`src/rtl/branch_pkg.sv`:
```
// Shared types for the branch resolve slice: per-stage prediction metadata
// carried IF->ID->EX, and the resolve FSM encoding.
package branch_pkg;

  localparam int XLEN    = 32;
  localparam int PC_STEP = 4;

  typedef struct packed {
    logic            valid;
    logic [XLEN-1:0] pc;
    logic            pred_taken;
  } br_meta_t;

  typedef enum logic {
    BR_RUN     = 1'b0,
    BR_RECOVER = 1'b1
  } br_state_t;

endpackage

```
`src/rtl/sat_counter_stat.sv`:
```
// Saturating event counter: increments on inc, sticks at all-ones.
module sat_counter_stat #(
  parameter int WIDTH = 16
) (
  input  logic             clk,
  input  logic             reset_n,
  input  logic             inc,
  output logic [WIDTH-1:0] count
);

  always_ff @(posedge clk or negedge reset_n) begin
    if (!reset_n) begin
      count <= '0;
    end else if (inc && (count != {WIDTH{1'b1}})) begin
      count <= count + WIDTH'(1);
    end
  end

endmodule

```
`src/rtl/branch_resolve_unit.sv`:
```
// Carries IF-stage predictions to EX, resolves them against the actual
// outcome, drives flush/redirect and the predictor update strobe.
module branch_resolve_unit
  import branch_pkg::*;
#(
  parameter int XLEN      = branch_pkg::XLEN,
  parameter int CNT_WIDTH = 16
) (
  input  logic                 clk,
  input  logic                 reset_n,
  input  logic                 stall,
  input  logic                 valid_IF,
  input  logic [XLEN-1:0]      PC_IF,
  input  logic                 predict_taken_IF,
  input  logic                 is_br_EX,
  input  logic                 branch_taken_EX,
  input  logic [XLEN-1:0]      target_EX,
  output logic                 br_flush,
  output logic [XLEN-1:0]      redirect_pc,
  output logic                 upd_en,
  output logic                 upd_taken,
  output logic [XLEN-1:0]      upd_pc,
  output logic [CNT_WIDTH-1:0] br_count,
  output logic [CNT_WIDTH-1:0] mispred_count,
  output br_state_t            dbg_state
);

  // Handshake: there is no ready path. upd_en / br_flush are single-cycle
  // strobes, valid only while stall=0; the consumer must act on every one.

  br_meta_t  id_q, ex_q;
  br_state_t state_q, state_d;
  logic      resolve_ok;
  logic      mispredict;
  logic      phantom;

  always_ff @(posedge clk or negedge reset_n) begin
    if (!reset_n) begin
      state_q <= BR_RUN;
    end else begin
      state_q <= state_d;
    end
  end

  always_comb begin
    state_d = state_q;
    case (state_q)
      BR_RUN:     if (br_flush) state_d = BR_RECOVER;
      BR_RECOVER: if (!stall)   state_d = BR_RUN;
      default:    state_d = BR_RUN;
    endcase
  end

  // Flush turns both younger slots into bubbles instead of advancing them.
  always_ff @(posedge clk or negedge reset_n) begin
    if (!reset_n) begin
      id_q <= '0;
      ex_q <= '0;
    end else if (!stall) begin
      if (br_flush) begin
        id_q <= '0;
        ex_q <= '0;
      end else begin
        id_q <= '{valid: valid_IF, pc: PC_IF, pred_taken: predict_taken_IF};
        ex_q <= id_q;
      end
    end
  end

  always_comb begin
    resolve_ok  = !stall && ex_q.valid && (state_q == BR_RUN);
    mispredict  = resolve_ok && is_br_EX && (ex_q.pred_taken != branch_taken_EX);
    phantom     = resolve_ok && !is_br_EX && ex_q.pred_taken;
    br_flush    = mispredict || phantom;
    redirect_pc = '0;
    if (br_flush) begin
      redirect_pc = (is_br_EX && branch_taken_EX) ? target_EX
                                                  : ex_q.pc + XLEN'(PC_STEP);
    end
    upd_en    = resolve_ok && is_br_EX;
    upd_taken = upd_en ? branch_taken_EX : 1'b0;
    upd_pc    = upd_en ? ex_q.pc : '0;
  end

  assign dbg_state = state_q;

  sat_counter_stat #(.WIDTH(CNT_WIDTH)) u_br_cnt (
    .clk     (clk),
    .reset_n (reset_n),
    .inc     (upd_en),
    .count   (br_count)
  );

  sat_counter_stat #(.WIDTH(CNT_WIDTH)) u_mispred_cnt (
    .clk     (clk),
    .reset_n (reset_n),
    .inc     (br_flush),
    .count   (mispred_count)
  );

endmodule

```
`config.mk`:
```
export PLATFORM = sky130hd
export DESIGN_NAME = branch_resolve_unit
export DESIGN_NICKNAME = d
export VERILOG_FILES = /design/src/rtl/branch_pkg.sv /design/src/rtl/sat_counter_stat.sv /design/src/rtl/branch_resolve_unit.sv
export SDC_FILE = /design/constraint.sdc
export NUM_CORES = 1
export LEC_CHECK = 0
export CELL_PAD_IN_SITES_DETAIL_PLACEMENT = 2
export CELL_PAD_IN_SITES_GLOBAL_PLACEMENT = 2
export CORE_AREA = 3 3 125 157
export CTS_CLUSTER_DIAMETER = 120
export DETAILED_ROUTE_END_ITERATION = 8
export DIE_AREA = 0 0 128 160
export MAX_ROUTING_LAYER = met4
export PLACE_DENSITY_LB_ADDON = 0.1
export REMOVE_ABC_BUFFERS = 1
export SETUP_SLACK_MARGIN = 0.4
export SLEW_MARGIN = 0
export SYNTH_ARGS = -nofsm -noshare
export SYNTH_HDL_FRONTEND = slang
export SYNTH_SLANG_ARGS = --single-unit
```
`constraint.sdc`:
```
create_clock -name clk -period 6.92 [get_ports clk]
set_input_delay 2.076 -clock clk [delete_from_list [all_inputs] [get_ports clk]]
set_output_delay 2.076 -clock clk [all_outputs]
set_load 0.02 [all_outputs]
```
# Word level (Yosys, flattened, before mapping)
# Index checks and enable logic that the tools add are counted.
word_totals:
  word_cells: 37
  ff_bits: 101
  out_inout_bits: 100
  inputBits: 71
op_classes:
  eq_ne: 3
  muxes: 9
  n_bitwise: 1
  n_reduce_logical: 12
  n_addsub: 3
op_table:
  columns: ["op", "n"]
  rows:
  - ["$mux 32", 3]
  - ["$mux 34", 2]
  - ["$add 16x1->16 const B", 2]
  - ["$add 32x3->32 const B", 1]
  - ["$ne 16x16->1 const B", 2]
  - ["$logic_and 1x1->1", 9]
  - ["$mux 1", 3]
  - ["$logic_not 1->1", 2]
  - ["$pmux 1 s2", 1]
  - ["$logic_or 1x1->1", 1]
  - ["$ne 1x1->1", 1]
  - ["$not 1->1", 1]

# Longest topological paths before layout
logic_depth:
  word_depth: 8
  mapped_depth: 8
  ltp_nobuf: 6

# Hierarchy
# From an unflattened synthesis, not the netlist that was laid out.
unflattened:
  hier_cells: 572
  area_unflattened_um2: 5664.2
modules_own_cells:
  columns: ["module", "instances", "cells_per_inst", "seq_area_each_um2", "area_per_inst_um2"]
  rows:
  - ["branch_resolve_unit", 1, 428, 1726.7, 3945.0]
  - ["sat_counter_stat", 2, 72, 400.4, 859.6]

# Worst setup path after synthesis
# Ideal clock, no wire load.
synth_timing:
  path_type: "input port to output port"
  from: "input port stall"
  to: "output port redirect_pc[30]"
  path_stages: 8
  setup_slack_ns: 1.117
  arrival_ns: 3.727
  required_ns: 4.844
  n_path_buf: 3
  cell_sequence: "buf_2 > or3b_1 > a21o_1 > buf_6 > clkinv_1 > clkbuf_1 > o21ai_0 > a21oi_1"
synth_between:
  elab_chain_cells: 7
  elab_cells_between_ends: 9
  cone_classes: "1 x mux; 8 x reduce/logical"
synth_lines:
  columns: ["item", "line", "text"]
  rows:
  - ["from (decl)", "branch_resolve_unit.sv:11", "input logic stall,"]
  - ["$logic_not 1->1 (*)", "branch_resolve_unit.sv:71", "resolve_ok = !stall && ex_q.valid && (state_q == BR_RUN);"]
  - ["$logic_and 1x1->1 (*) (2 in a row)", "branch_resolve_unit.sv:71", null]
  - ["$logic_and 1x1->1, on equally long branches (2 in a row)", "branch_resolve_unit.sv:72, branch_resolve_unit.sv:73", null]
  - ["$logic_or 1x1->1 (*)", "branch_resolve_unit.sv:74", "br_flush = mispredict || phantom;"]
  - ["$mux 32 (*)", "branch_resolve_unit.sv:76", "if (br_flush) begin"]
  - ["to (decl)", "branch_resolve_unit.sv:19", "output logic [XLEN-1:0] redirect_pc,"]
# Mark *: on every way between the ends. The rest lies on a longest branch, timed or not.

# Final worst setup path
layout_timing:
  from: "input port is_br_EX"
  to: "output port redirect_pc[16]"
layout_between:
  elab_chain_cells: 5
  elab_cells_between_ends: 9
  cone_classes: "2 x mux; 7 x reduce/logical"
layout_lines:
  columns: ["item", "line", "text"]
  rows:
  - ["from (decl)", "branch_resolve_unit.sv:15", "input logic is_br_EX,"]
  - ["$logic_not 1->1", "branch_resolve_unit.sv:73", "phantom = resolve_ok && !is_br_EX && ex_q.pred_taken;"]
  - ["$logic_and 1x1->1 (2 in a row)", "branch_resolve_unit.sv:73", null]
  - ["$logic_or 1x1->1", "branch_resolve_unit.sv:74", null]
  - ["$mux 32 (*)", "branch_resolve_unit.sv:76", null]
# Marks and branches as above.

==> tab_implementation.tex <==
\begin{tabular}{lr}
\hline
Metric & Value \\
\hline
\multicolumn{2}{l}{\textbf{Run status}} \\
Status & completed \\
\multicolumn{2}{l}{\textbf{Worst setup path}} \\
Endpoint class of the critical path & primary output \\
Startpoint types & input port \\
WS Path Type & input port to primary output \\
Critical path peak fanout & 21 \\
Critical path data arrival time & 4.31 ns \\
Required time reported for the critical path endpoint & $\sim$4.8 ns \\
Crit-path max cell delay & 0.61 ns \\
Critical-path cell with the highest stage delay & clkdlybuf4s50\_1 \\
Critical-path cell list & clkdlybuf4s50\_1 > a21bo\_2 > a21o\_1 > inv\_4 > buf\_12 > o21ai\_0 > a21oi\_1 > clkdlybuf4s50\_1 \\
Most frequent CP cell & clkdlybuf4s50\_1 \\
\multicolumn{2}{l}{\textbf{Clock tree}} \\
CTS clk-pin slew, worst paths & 0.07 ns \\
Clock root buffer & clkbuf\_16 \\
Maximum count of clock buffers along a single path & 2 \\
Cts bufs inserted & 9 \\
Worst skew pair latency & 0.35 ns \\
Number of setup buffers added after CTS & 0 \\
TritonCTS clock tree & built \\
\# clock sinks & 101 \\
Number of H-tree levels & 3 \\
\multicolumn{2}{l}{\textbf{Placed design}} \\
Placed wire-length estimate & 13100 um \\
I/O Buffers & 170 \\
Final Wtd Congestion & 0.798 \\
\multicolumn{2}{l}{\textbf{STA}} \\
Setup TNS & 0 ns \\
Count of final setup violators & 0 \\
Final hold violation count & 0 \\
Highest achievable clock rate & roughly 160 MHz \\
Skew final & 0.00793 ns \\
Final clock period utilization by the worst path & 92.3\% \\
Slew Viols, Final & 0 \\
RSZ-0062 raised after global routing & false \\
Post-route minimum period & 6.39 ns \\
Max\_slew headroom & between 30\% and 40\% \\
Actual transition at the worst max-transition pin & 0.909 ns \\
\multicolumn{2}{l}{\textbf{Die}} \\
Boundary pin count & 171 \\
Effective utilization at floorplan & 29.9\% \\
Num rows & 55 \\
Full die area & a little over 20000 um2 \\
Floorplan core area & 18200 um2 \\
Horizontal die dimension & 128 um \\
Die Height & 160 um \\
\multicolumn{2}{l}{\textbf{Layout}} \\
Nets@finish & 803 \\
Synthesis-to-finish area growth & 42.1\% \\
Highest-count cells in the layout ignoring fill and taps & clkdlybuf4s50\_1 (155), dfrtp\_1 (101), nor2\_1 (97) \\
Antenna cell count & 0 \\
Number of filler instances in the final layout & $\sim$2000 \\
Layout cells sized above 1 & 5.31\% \\
Commonest non-fill, non-tap cell in the layout & clkdlybuf4s50\_1 \\
\multicolumn{2}{l}{\textbf{Detailed routing}} \\
Wirelength per Cell & 18.6 um \\
Met2 Wirelength & 9280 um \\
DRC viols & 0 \\
Met1 layer wirelength in the final routing & $\sim$7700 um \\
Top layer reached by signal wires & met4 \\
Number of nets with antenna violations after routing & 0 \\
Met3 routed wirelength & around 710 um \\
Number of vias per cell & 4.96 \\
Via count & 4769 \\
Final WL & 17900 um \\
Detailed-routing iteration count for the pre-antenna-repair pass & 4 \\
1st-iter DRT viols & around 150 \\
\multicolumn{2}{l}{\textbf{Power and ir drop}} \\
Post-layout power & 1.87 mW \\
Power per standard cell area & roughly 240 nW/um2 \\
IR drop worst, VDD & approximately 0.13 mV \\
Leakage power summed over all cells & 3.51 nW \\
\multicolumn{2}{l}{\textbf{Yosys}} \\
Area share of the largest cell type after synthesis & 46.5\% \\
Netlist area before placement & 5430 um2 \\
Share of the yosys chip area belonging to registers & 46.5\% \\
Synth warnings & 0 \\
Post-Syn Instances & 570 \\
Number of library cell types mapped by synthesis & 36 \\
Register bit total from synthesis & 101 \\
Cell accounting for the most synthesized area & dfrtp\_1 \\
Most area-consuming cells after synthesis & dfrtp\_1 (47\%), mux2i\_1 (13\%), nor2\_1 (6.7\%), xnor2\_1 (5.3\%), and2\_1 (4.0\%) \\
Avg Cell Area, Syn & between 9 and 10 um2 \\
\multicolumn{2}{l}{\textbf{Worst hold path}} \\
Class of the most critical hold timing path & register to register \\
\multicolumn{2}{l}{\textbf{Run}} \\
Number of maximum-capacitance violations & 0 \\
\multicolumn{2}{l}{\textbf{Global routing}} \\
First-pass GRT wire length & roughly 30000 um \\
Antenna violations before repair & 0 \\
Sum of overflow across all layers after global routing & 0 \\
Vias in the first global route & 5471 \\
Pin count of the biggest net entering global routing & 55 \\
Global router's overall resource usage & 18.4\% \\
\hline
\end{tabular}
synthesized netlist by cell type (all sizes together):
cell type,instances
nand3b,2
xnor2,33
clkbuf,28
inv,9
nand3,24
and4,6
nor2,99
buf,5
xor2,21
and2,35
nor2b,1
dfrtp,101
o21a,2
mux2,4
a21oi,21
a21bo,1
and3,6
nor4,7
nand2,31
a211oi,11
or4b,1
or3b,1
a21o,2
nor4bb,1
clkinv,1
or3,1
o21ai,19
nand4,13
mux2i,68
ha,3
nand2b,1
nor3,12
power breakdown:
group	internal, mW	switching [mW]
clock network	0.247	0.233
registers	0.710	0.143
logic	0.261	0.272
total	1.22	0.648
flip-flops by register name, indices dropped and copies added, names as in the netlist:
name                 flops
ex_q                    34
dbg_state                1
id_q                    34
u_br_cnt.count          16
u_mispred_cnt.count     16
path summary, 6_finish.rpt:
| check | start | end | slack [ns] | depth (start not counted) |
|---|---|---|---|---|
| min in group asynchronous | reset_n | ex_q[28] | 1.75 | 1 |
| max in group asynchronous | reset_n | id_q[25] | 4.00 | 2 |
| min reg2reg | u_mispred_cnt.count[14] | u_mispred_cnt.count[14] | 0.50 | 1 |
| max | is_br_EX | redirect_pc[16] | 0.53 | 8 |
| max reg2reg | dbg_state | u_mispred_cnt.count[7] | 4.24 | 8 |
| min | u_mispred_cnt.count[14] | u_mispred_cnt.count[14] | 0.50 | 1 |
layout make-up:
cell class	count	area (um2)	area share, %
Inverter	10	40.0	0.519
Timing Repair Buffer	181	1840	23.8
Clock buffer	10	229	2.97
Tap cell	228	285	3.70
Clock inverter	6	47.5	0.616
Sequential cell	101	2530	32.8
Multi-Input combinational cell	426	2750	35.6
layer usage:
metal	vias up	track usage, %
met2	102	31.9
met4	0	3.76
li1	2256	-
met5	-	-
met1	2397	22.2
met3	14	3.61
repair_timing:
action / in CTS / in global routing
hold endpoints to repair: 0 / 0
setup endpoints to repair: 0 / 16
gates resized for setup: 0 / 15
hold buffers: 0 / 0
logic make-up after synthesis:
group | count (synthesis) | share of synthesized area, %
flip-flops | 101 | 46.5
XOR/XNOR | 54 | 8.71
multiplexers | 72 | 13.4
AO/OA/AOI/OAI | 56 | 5.94
adder cells (fa/ha/maj) | 3 | 0.691
AND/OR/NAND/NOR | 241 | 21.6
buffers and inverters | 43 | 3.16
critical path: cells and delay by family:
kind / cells / cell delay (ns)
buffers and inverters: 4 / 1.52
AO/OA/AOI/OAI: 4 / 0.71
metrics by stage:
step | utilization [%] | hold slack [ns] | cell area [um2] | cells | setup WS (ns)
3_3_place_gp | 40.8 | 0.486 | 7400 | 946 | 0.523
4_1_cts | 42.3 | 0.514 | 7680 | 962 | 0.410
5_1_grt | 42.5 | 0.535 | 7720 | 962 | 0.403
2_1_floorplan | - | 0.486 | 5300 | 537 | 0.000321
3_5_place_dp | 40.8 | 0.502 | 7400 | 946 | 0.422
6_report | 42.5 | 0.503 | 7720 | 962 | 0.530
Note: power is estimated with default switching activity, not from simulation.
